**src/rtl/cmplx_mul_pkg.sv**
```systemverilog
// Shared types, widths and the rounding/saturation helper for the complex multiplier.
package cmplx_mul_pkg;

    localparam int IN_W        = 16;
    localparam int OUT_W       = 16;
    localparam int MOD_W       = 3;
    localparam int FRAC_SHIFT  = 15;
    localparam int PIPE_STAGES = 4;

    typedef struct packed {
        logic signed [IN_W-1:0] re;
        logic signed [IN_W-1:0] im;
    } cplx_in_t;

    typedef struct packed {
        logic signed [OUT_W-1:0] re;
        logic signed [OUT_W-1:0] im;
    } cplx_out_t;

    typedef struct packed {
        logic             tfirst;
        logic             tlast;
        logic [MOD_W-1:0] modulation;
    } sideband_t;

    // Round half-up, arithmetic shift right, then clamp to a signed 'width'-bit range.
    function automatic logic signed [31:0] sat_round(input logic signed [63:0] value,
                                                     input int shift,
                                                     input int width);
        logic signed [63:0] rounded;
        logic signed [63:0] max_val;
        logic signed [63:0] min_val;
        rounded = value;
        if (shift > 0) begin
            rounded = (value + (64'sd1 <<< (shift - 1))) >>> shift;
        end
        max_val = (64'sd1 <<< (width - 1)) - 64'sd1;
        min_val = -(64'sd1 <<< (width - 1));
        if (rounded > max_val) begin
            rounded = max_val;
        end else if (rounded < min_val) begin
            rounded = min_val;
        end
        return 32'(rounded);
    endfunction

endpackage

```
**src/rtl/cmplx_mul_pipe_fifo.sv**
```systemverilog
// First-word-fall-through synchronous FIFO; the head entry is visible whenever not empty.
module sync_fifo_fwft #(
    parameter int DataWidth = 8,
    parameter int Depth     = 8
) (
    input  logic                   clk,
    input  logic                   rst,
    input  logic                   push,
    input  logic [DataWidth-1:0]   push_data,
    input  logic                   pop,
    output logic [DataWidth-1:0]   pop_data,
    output logic                   empty,
    output logic                   full,
    output logic [$clog2(Depth):0] count
);

    localparam int AW = $clog2(Depth);
    localparam int CW = AW + 1;

    logic [DataWidth-1:0] mem [Depth];
    logic [AW-1:0]        wr_ptr;
    logic [AW-1:0]        rd_ptr;
    logic                 do_push;
    logic                 do_pop;

    assign empty    = (count == '0);
    assign full     = (count == CW'(Depth));
    assign do_pop   = pop & ~empty;
    assign do_push  = push & (~full | do_pop);
    assign pop_data = empty ? '0 : mem[rd_ptr];

    // Storage array; holds no reset so it maps onto plain RAM or flops.
    always_ff @(posedge clk) begin
        if (do_push) begin
            mem[wr_ptr] <= push_data;
        end
    end

    // Pointer and occupancy bookkeeping; pointers wrap naturally at the power-of-two depth.
    always_ff @(posedge clk) begin
        if (rst) begin
            wr_ptr <= '0;
            rd_ptr <= '0;
            count  <= '0;
        end else begin
            if (do_push) begin
                wr_ptr <= wr_ptr + AW'(1);
            end
            if (do_pop) begin
                rd_ptr <= rd_ptr + AW'(1);
            end
            case ({do_push, do_pop})
                2'b10:   count <= count + CW'(1);
                2'b01:   count <= count - CW'(1);
                default: count <= count;
            endcase
        end
    end

    // Writing into a full buffer or reading an empty one means the producer logic is broken.
    always_ff @(posedge clk) begin
        if (!rst) begin
            assert (!(push && full && !pop));
            assert (!(pop && empty));
        end
    end

endmodule

```
**src/rtl/cmplx_mul_pipe.sv**
```systemverilog
// Joined A/B stream complex multiplier: 4-stage pipeline feeding a credit-managed output FIFO.
module cmplx_mul_pipe
    import cmplx_mul_pkg::*;
#(
    parameter int InputBitWidth  = IN_W,
    parameter int OutputBitWidth = OUT_W,
    parameter int FracShift      = FRAC_SHIFT,
    parameter int MODUL_WIDTH    = MOD_W,
    parameter int FifoDepth      = 8
) (
    input  logic                      clk,
    input  logic                      rst,
    input  logic                      conj_en,
    input  logic                      a_tvalid,
    output logic                      a_tready,
    input  logic [InputBitWidth-1:0]  a_bus0,
    input  logic [InputBitWidth-1:0]  a_bus1,
    input  logic                      a_tfirst,
    input  logic                      a_tlast,
    input  logic [MODUL_WIDTH-1:0]    a_modulation,
    input  logic                      b_tvalid,
    output logic                      b_tready,
    input  logic [InputBitWidth-1:0]  b_bus0,
    input  logic [InputBitWidth-1:0]  b_bus1,
    output logic                      out_tvalid,
    input  logic                      out_tready,
    output logic [OutputBitWidth-1:0] out_bus0,
    output logic [OutputBitWidth-1:0] out_bus1,
    output logic                      out_tfirst,
    output logic                      out_tlast,
    output logic [MODUL_WIDTH-1:0]    out_modulation
);

    localparam int PW     = 2 * InputBitWidth;
    localparam int SW     = PW + 1;
    localparam int FIFO_W = $bits(cplx_out_t) + $bits(sideband_t);
    localparam int FCW    = $clog2(FifoDepth) + 1;
    localparam int CRW    = $clog2(FifoDepth + PIPE_STAGES + 1);
    localparam logic [InputBitWidth-1:0] IN_MIN = {1'b1, {(InputBitWidth-1){1'b0}}};
    localparam logic [InputBitWidth-1:0] IN_MAX = {1'b0, {(InputBitWidth-1){1'b1}}};

    logic                     fire;
    logic                     space;
    logic [CRW-1:0]           credit_used;
    logic [InputBitWidth-1:0] b_im_eff;

    cplx_in_t            s1_a;
    cplx_in_t            s1_b;
    sideband_t           s1_sb;
    logic                s1_valid;
    logic signed [PW-1:0] s2_rr;
    logic signed [PW-1:0] s2_ii;
    logic signed [PW-1:0] s2_ri;
    logic signed [PW-1:0] s2_ir;
    sideband_t           s2_sb;
    logic                s2_valid;
    logic signed [SW-1:0] s3_re;
    logic signed [SW-1:0] s3_im;
    sideband_t           s3_sb;
    logic                s3_valid;
    cplx_out_t           s4_res;
    sideband_t           s4_sb;
    logic                s4_valid;

    logic [FIFO_W-1:0]   fifo_in;
    logic [FIFO_W-1:0]   fifo_out;
    logic                fifo_pop;
    logic                fifo_empty;
    logic                fifo_full;
    logic [FCW-1:0]      fifo_count;
    cplx_out_t           head_res;
    sideband_t           head_sb;

    // Every sample in the pipeline already owns a FIFO slot, so the buffer can never overflow.
    assign credit_used = CRW'(fifo_count) + CRW'(s1_valid) + CRW'(s2_valid)
                       + CRW'(s3_valid) + CRW'(s4_valid);
    assign space       = (credit_used < CRW'(FifoDepth));
    assign a_tready    = space & a_tvalid & b_tvalid & ~rst;
    assign b_tready    = a_tready;
    assign fire        = a_tready;

    // Conjugate B by negating its imaginary part, clamping the one value with no positive twin.
    always_comb begin
        b_im_eff = b_bus1;
        if (conj_en) begin
            b_im_eff = (b_bus1 == IN_MIN) ? IN_MAX : -b_bus1;
        end
    end

    // Stage valid bits move forward every cycle; reset drops everything in flight.
    always_ff @(posedge clk) begin
        if (rst) begin
            s1_valid <= 1'b0;
            s2_valid <= 1'b0;
            s3_valid <= 1'b0;
            s4_valid <= 1'b0;
        end else begin
            s1_valid <= fire;
            s2_valid <= s1_valid;
            s3_valid <= s2_valid;
            s4_valid <= s3_valid;
        end
    end

    // Datapath: capture, partial products, sum/difference, then round and saturate.
    always_ff @(posedge clk) begin
        s1_a.re           <= a_bus0;
        s1_a.im           <= a_bus1;
        s1_b.re           <= b_bus0;
        s1_b.im           <= b_im_eff;
        s1_sb.tfirst      <= a_tfirst;
        s1_sb.tlast       <= a_tlast;
        s1_sb.modulation  <= a_modulation;

        s2_rr <= PW'($signed(s1_a.re)) * PW'($signed(s1_b.re));
        s2_ii <= PW'($signed(s1_a.im)) * PW'($signed(s1_b.im));
        s2_ri <= PW'($signed(s1_a.re)) * PW'($signed(s1_b.im));
        s2_ir <= PW'($signed(s1_a.im)) * PW'($signed(s1_b.re));
        s2_sb <= s1_sb;

        s3_re <= SW'(s2_rr) - SW'(s2_ii);
        s3_im <= SW'(s2_ri) + SW'(s2_ir);
        s3_sb <= s2_sb;

        s4_res.re <= OutputBitWidth'(sat_round(64'(s3_re), FracShift, OutputBitWidth));
        s4_res.im <= OutputBitWidth'(sat_round(64'(s3_im), FracShift, OutputBitWidth));
        s4_sb     <= s3_sb;
    end

    assign fifo_in  = {s4_res, s4_sb};
    assign fifo_pop = out_tvalid & out_tready;

    sync_fifo_fwft #(
        .DataWidth (FIFO_W),
        .Depth     (FifoDepth)
    ) u_out_fifo (
        .clk       (clk),
        .rst       (rst),
        .push      (s4_valid),
        .push_data (fifo_in),
        .pop       (fifo_pop),
        .pop_data  (fifo_out),
        .empty     (fifo_empty),
        .full      (fifo_full),
        .count     (fifo_count)
    );

    assign {head_res, head_sb} = fifo_out;
    assign out_tvalid     = ~fifo_empty;
    assign out_bus0       = head_res.re;
    assign out_bus1       = head_res.im;
    assign out_tfirst     = head_sb.tfirst;
    assign out_tlast      = head_sb.tlast;
    assign out_modulation = head_sb.modulation;

    // A pipeline result arriving at a full buffer would mean the credit accounting slipped.
    always_ff @(posedge clk) begin
        if (!rst) begin
            assert (!(s4_valid && fifo_full && !fifo_pop));
        end
    end

endmodule
```
**config.mk**
```make
export PLATFORM = sky130hd
export DESIGN_NAME = cmplx_mul_pipe
export DESIGN_NICKNAME = d
export VERILOG_FILES = /design/src/rtl/cmplx_mul_pkg.sv /design/src/rtl/cmplx_mul_pipe_fifo.sv /design/src/rtl/cmplx_mul_pipe.sv
export SDC_FILE = /design/constraint.sdc
export NUM_CORES = 2
export LEC_CHECK = 0
export CAP_MARGIN = 20
export CORE_MARGIN = 3
export CORE_UTILIZATION = 50
export CTS_CLUSTER_DIAMETER = 100
export DETAILED_ROUTE_END_ITERATION = 8
export PLACE_DENSITY = 0.66
export RECOVER_POWER = 25
export SLEW_MARGIN = 20
export SYNTH_ARGS = -nofsm -noshare
export SYNTH_HDL_FRONTEND = slang
export SYNTH_SLANG_ARGS = --single-unit
export TNS_END_PERCENT = 30
```
**constraint.sdc**
```tcl
create_clock -name clk -period 8.4 [get_ports clk]
set_input_delay 0.84 -clock clk [delete_from_list [all_inputs] [get_ports clk]]
set_output_delay 0.84 -clock clk [all_outputs]
set_load 0.005 [all_outputs]
```
=== Word-level counts from Yosys, hierarchy flattened ===
Memory sizes are Yosys's and may differ from the RTL's. A register that Yosys moved wholly into a read port is not among the register bits.
Cells that the tools add are included.

* Register bits: 324
* Latch bits: 0
* Bits in writable memories: 296
* Bits in read-only memories: 0
* Input port bits: 75
* Output and inout port bits: 40
* Word-level logic and storage cells: 80
* Memories: 1

* Add/subtract/negate cells: 13
* $mul: 4
* Divide/modulo/power cells: 0
* Order comparisons: 5
* Equal/unequal tests: 4
* Shifts and indexed selects: 0
* Multiplexer cells: 10
* Bitwise operators: 10
* Reduce and logical (&&, ||, !) cells: 2

{| class="wikitable"
|+ Memories
! name !! words !! width !! rd ports !! clocked after Yosys merged registers in !! write ports !! line !! text
|-
| u_out_fifo.mem || 8 || 37 || 1 || 1 || 1 || cmplx_mul_pipe_fifo.sv:20 || <nowiki>logic [DataWidth-1:0] mem [Depth];</nowiki>
|}

{| class="wikitable"
|+ Operators by type and width
! operator !! count
|-
| $mul 16x16->32 || 4
|-
| $add 33x16->34 const B || 2
|-
| $mux 16 || 4
|-
| $gt 19x16->1 const B || 2
|-
| $lt 19x16->1 const B || 2
|-
| $mux 37 || 1
|-
| $add 32x32->33 || 1
|-
| $sub 32x32->33 || 1
|-
| $add 4x1->4 || 4
|-
| $eq 16x16->1 const B || 1
|-
| $neg 16->16 || 1
|-
| $pmux 4 s2 || 1
|-
| $add 3x1->3 const B || 2
|-
| $and 1x1->1 || 6
|-
| $mux 3 || 2
|-
| $add 4x1->4 const B || 1
|-
| $eq 4x4->1 const B || 1
|-
| $logic_not 4->1 || 1
|-
| $lt 4x4->1 const B || 1
|-
| $sub 4x1->4 const B || 1
|-
| $not 1->1 || 3
|-
| $eq 2x1->1 const B || 1
|-
| $eq 2x2->1 const B || 1
|-
| $mux 1 || 2
|-
| other kinds (2) || 2
|}

=== Longest topological paths before layout ===
* Depth after elaboration: 8
* Mapped depth: 25
* Depth with buffers taken out: 24

=== Modules after synthesis ===
A second synthesis with hierarchy kept.

* Cells, all modules: 5730
* Area, all modules: 60535.6 um2

{| class="wikitable"
|+ By module, submodules not included
! module !! times used !! cells each !! area an instance (um2) !! seq. area each (um2)
|-
| cmplx_mul_pipe || 1 || 5179 || 48567.8 || 5725.5
|-
| sync_fifo_fwft || 1 || 551 || 11967.7 || 9148.8
|}

=== Worst setup path after synthesis ===
OpenSTA, ideal clock, no wires.

* Kind: reg-to-reg
* Start: reg s1_b[7] in the netlist's numbering
* End: reg s2_ii[31]
* Data arrival time: 5.949 ns
* Data required time: 8.328 ns
* Path slack: 2.379 ns
* Stages on the path, launching flop included: 24
* Period minus slack after synthesis: 6.021 ns
* Path through: dfxtp_1 clkbuf_1 nand2_1 fa_1 inv_1 fa_1 inv_1 fa_1 inv_1 fa_1 fa_1 inv_1 fa_1 inv_1 ha_1 a21o_1 a21o_1 a221oi_2 o22ai_1 a22o_1 o41ai_4 o2111ai_1 a21oi_1 xnor2_1

* Cells in the longest elaborated chain, start to end: 1

{| class="wikitable"
|+ Ends and longest elaborated chain
! what !! line !! text
|-
| start: declaration || cmplx_mul_pipe.sv:48 || <nowiki>cplx_in_t s1_b;</nowiki>
|-
| $mul 16x16->32 || cmplx_mul_pipe.sv:116 || <nowiki>s2_ii <= PW'($signed(s1_a.im)) * PW'($signed(s1_b.im));</nowiki>
|-
| end signal: assignment || cmplx_mul_pipe.sv:116 ||
|-
| end: declaration || cmplx_mul_pipe.sv:52 || <nowiki>logic signed [PW-1:0] s2_ii;</nowiki>
|}

No other way between the ends.
A chain may end at the register's enable or synchronous reset.

=== Worst setup path after layout ===
Ends and elaborated chain as after synthesis.

==> metrics.md <==
| Metric | Value |
|---|---|
| CTS Buffer Depth | 3 |
| Final core occ | 55.0% |
| Post-place setup slack | 1390 ps |
| Site Rows | 127 |
| Slew @ Worst Pin | 1160 ps |
| Vias in the first global route | 42,300 |
| Post-DP HPWL | 109,000 µm |
| Most frequent cells in the layout | 1,235 x inv_1, 1,050 x fa_1, 556 x nand2_1 |
| RePlAce Congestion | 0.875 |
| CP Launch Type | flip-flop |
| RSZ-0062 raised after global routing | no |
| Die Height | 354 µm |
| Clock root cell | clkbuf_16 |
| WS Path Type | reg -> reg |
| First-pass GRT wire length | 231,000 µm |
| Fin nets | 7,343 |
| Status | completed |
| Port-buffer cells | 114 |
| H-tree depth | 3 |
| Crit path time final | 7030 ps |
| FF/Latch Area | 0.0149 mm² |
| GRT Overall Usage | 23.5% |
| Post-synthesis cell type count | 79 |
| Max-slew headroom | 22.9% |
| Worst Setup Slack, final | 1370 ps |
| CTS buffer count | 69 |
| Post-CTS Resized | 0 |
| Initial antenna violation count | 7 |
| Number of flops mapped to enable cells by yosys | 296 |
| Filler Cell Count | 10,500 |
| # DRC | 0 |
| Clk slew on worst S/H paths | 60 ps |
| Period utilization | 83.7% |
| Area growth from synthesis to layout | 8.86% |
| Die area | 0.126 mm² |
| Crit. End Element | flip-flop |
| Clock Skew | 43.4 ps |
| GRT overflow | 0 |
| Footprint of the multi-input gates | 0.0403 mm² |
| Mapped Cells | 5,769 |
| IO Pins | 115 |
| Post-synthesis sequential area ratio | 24.5% |
| Cell taking the most area after synthesis | fa_1 |
| Async S/R FF share, synth | 0% |
| Max FO, Critical Path | 17 |
| Synth Net Count | 7,293 |
| Post-synthesis average cell area | 10.5 µm² |
| Main synth FF type | dfxtp_1 |
| Hold Path Class | reg -> reg |
| Yosys top cell area share | 34.7% |
| CTS tree | yes |
| Post-Syn Area | 0.0607 mm² |
| Fin area | 0.0660 mm² |
| Initial Util | 50.5% |
| Core ar. | 0.120 mm² |
| Synth warnings | 0 |
| Cts hold-fix bufs | 0 |
| Max-cap violation count | 0 |
| CTS sink cnt | 595 |
| Slew Viols, Final | 0 |
| Drt first pass iters | 5 |
| Final setup fails | 0 |
| Layout cells sized above 1 | 5.46% |
| Starting DRT DRC Count | 2,492 |
| Yosys reg bits | 595 |
| Setup TNS | 0 ps |
| ANT nets after route | 0 |
| Routed vias | 39,300 |
| WL per Instance | 18.9 µm |
| Final wirelength | 141,000 µm |
| Top post-synthesis cells by area | fa_1 35%, edfxtp_1 15%, dfxtp_1 9.9% |
| Setup bufs post-CTS | 0 |
| Crit path arrival time | 7640 ps |
| Chip width | 354 µm |
| Required time worst endpoint | 9010 ps |
| Most common cell after layout, fill and taps aside | inv_1 |
| F_max | 0.142 GHz |
| Pin count of the biggest net entering global routing | 55 |
| Final hold violations | 0 |
| Clk Latency, worst-skew pair | 680 ps |
| Via density | 5.24 |
| Area after DPL | 0.0637 mm² |
[through the flow]
stage,std cells,hold WS [ps]
2_1_floorplan,5769,310
3_3_place_gp,7359,313
3_5_place_dp,7360,312
4_1_cts,7488,325
5_1_grt,7489,330
6_report,7491,322
[critical path: stages (launching register included)]
cell,delay [ps]
dfxtp_1,1020
buf_4,390
nand2_1,110
fa_1,580
inv_1,50
fa_1,480
fa_1,590
fa_1,440
fa_1,490
inv_1,50
fa_1,470
inv_1,40
ha_1,350
o21ai_0,190
a21oi_1,130
a221oi_2,250
o22ai_1,220
a22o_1,320
o41ai_4,320
o2111ai_1,180
a21oi_1,190
xnor2_1,120
[cell families (layout without fill, tap and decap cells)]
kind of cell / Yosys count / in the layout / share of synthesized area [%]
compound gates: 486 / 486 / 5.29
xor+xnor: 210 / 210 / 3.03
fa+ha+maj: 1449 / 1449 / 42.9
buf+inv: 1465 / 1572 / 9.07
flops: 595 / 595 / 24.5
mux: 116 / 116 / 3.44
other cells: 0 / 3 / 0
simple gates: 1448 / 1448 / 11.8
[layer usage]
metal	share of wire, %	routed length [µm]	global-route usage, %	vias up
li1	-	-	-	17900
met5	0	0	0	-
met1	42	60000	31.2	20100
met3	5.6	7850	3.49	231
met4	4.3	6120	9.26	0
met2	48	67300	38.9	1034
[worst paths after layout]
kind / startpoint / end / slack [ps] / depth (start not counted)
min: s2_sb[3]$_DFF_P_ / s3_sb[3]$_DFF_P_ / 320 / 0
max: s1_b[7]$_DFF_P_ / s2_ii[31]$_DFF_P_ / 1370 / 21
min reg2reg: s2_sb[3]$_DFF_P_ / s3_sb[3]$_DFF_P_ / 320 / 0
max reg2reg: s1_b[7]$_DFF_P_ / s2_ii[31]$_DFF_P_ / 1370 / 21
[layout make-up]
class	count	area share, %
flip-flops and latches	595	22.6
repair buffers	209	2.82
inverters	1235	7.02
multi-input cells	3709	61.1
clock buffers	91	2.76
diodes	3	0.0114
well taps	1612	3.05
clock inverters	37	0.682
[Yosys cell counts, types with 42 or more instances]
master / count
inv_1: 1235
fa_1: 1050
nand2_1: 556
and2_1: 496
ha_1: 399
dfxtp_1: 299
edfxtp_1: 296
clkbuf_1: 213
nor2_1: 194
xnor2_1: 136
a21oi_1: 119
o21ai_0: 116
a21o_1: 75
mux4_2: 74
xor2_1: 74
mux2i_1: 42
[registers in the layout, summed over array words and instances, names as in the netlist, named ones only]
name               count
u_out_fifo.mem       296
fifo_in               37
s1_a                  32
s1_b                  32
s2_ii                 32
s2_ir                 32
s2_ri                 32
s2_rr                 32
s3_im                 19
s3_re                 19
s1_sb                  5
s2_sb                  5
s3_sb                  5
u_out_fifo.count       4
u_out_fifo.rd_ptr      3
u_out_fifo.wr_ptr      3
s1_valid               1
s2_valid               1
s3_valid               1
s4_valid               1
Power is not shown: default switching activity piles up to over one toggle a cycle in this logic, so the estimate is an artifact.
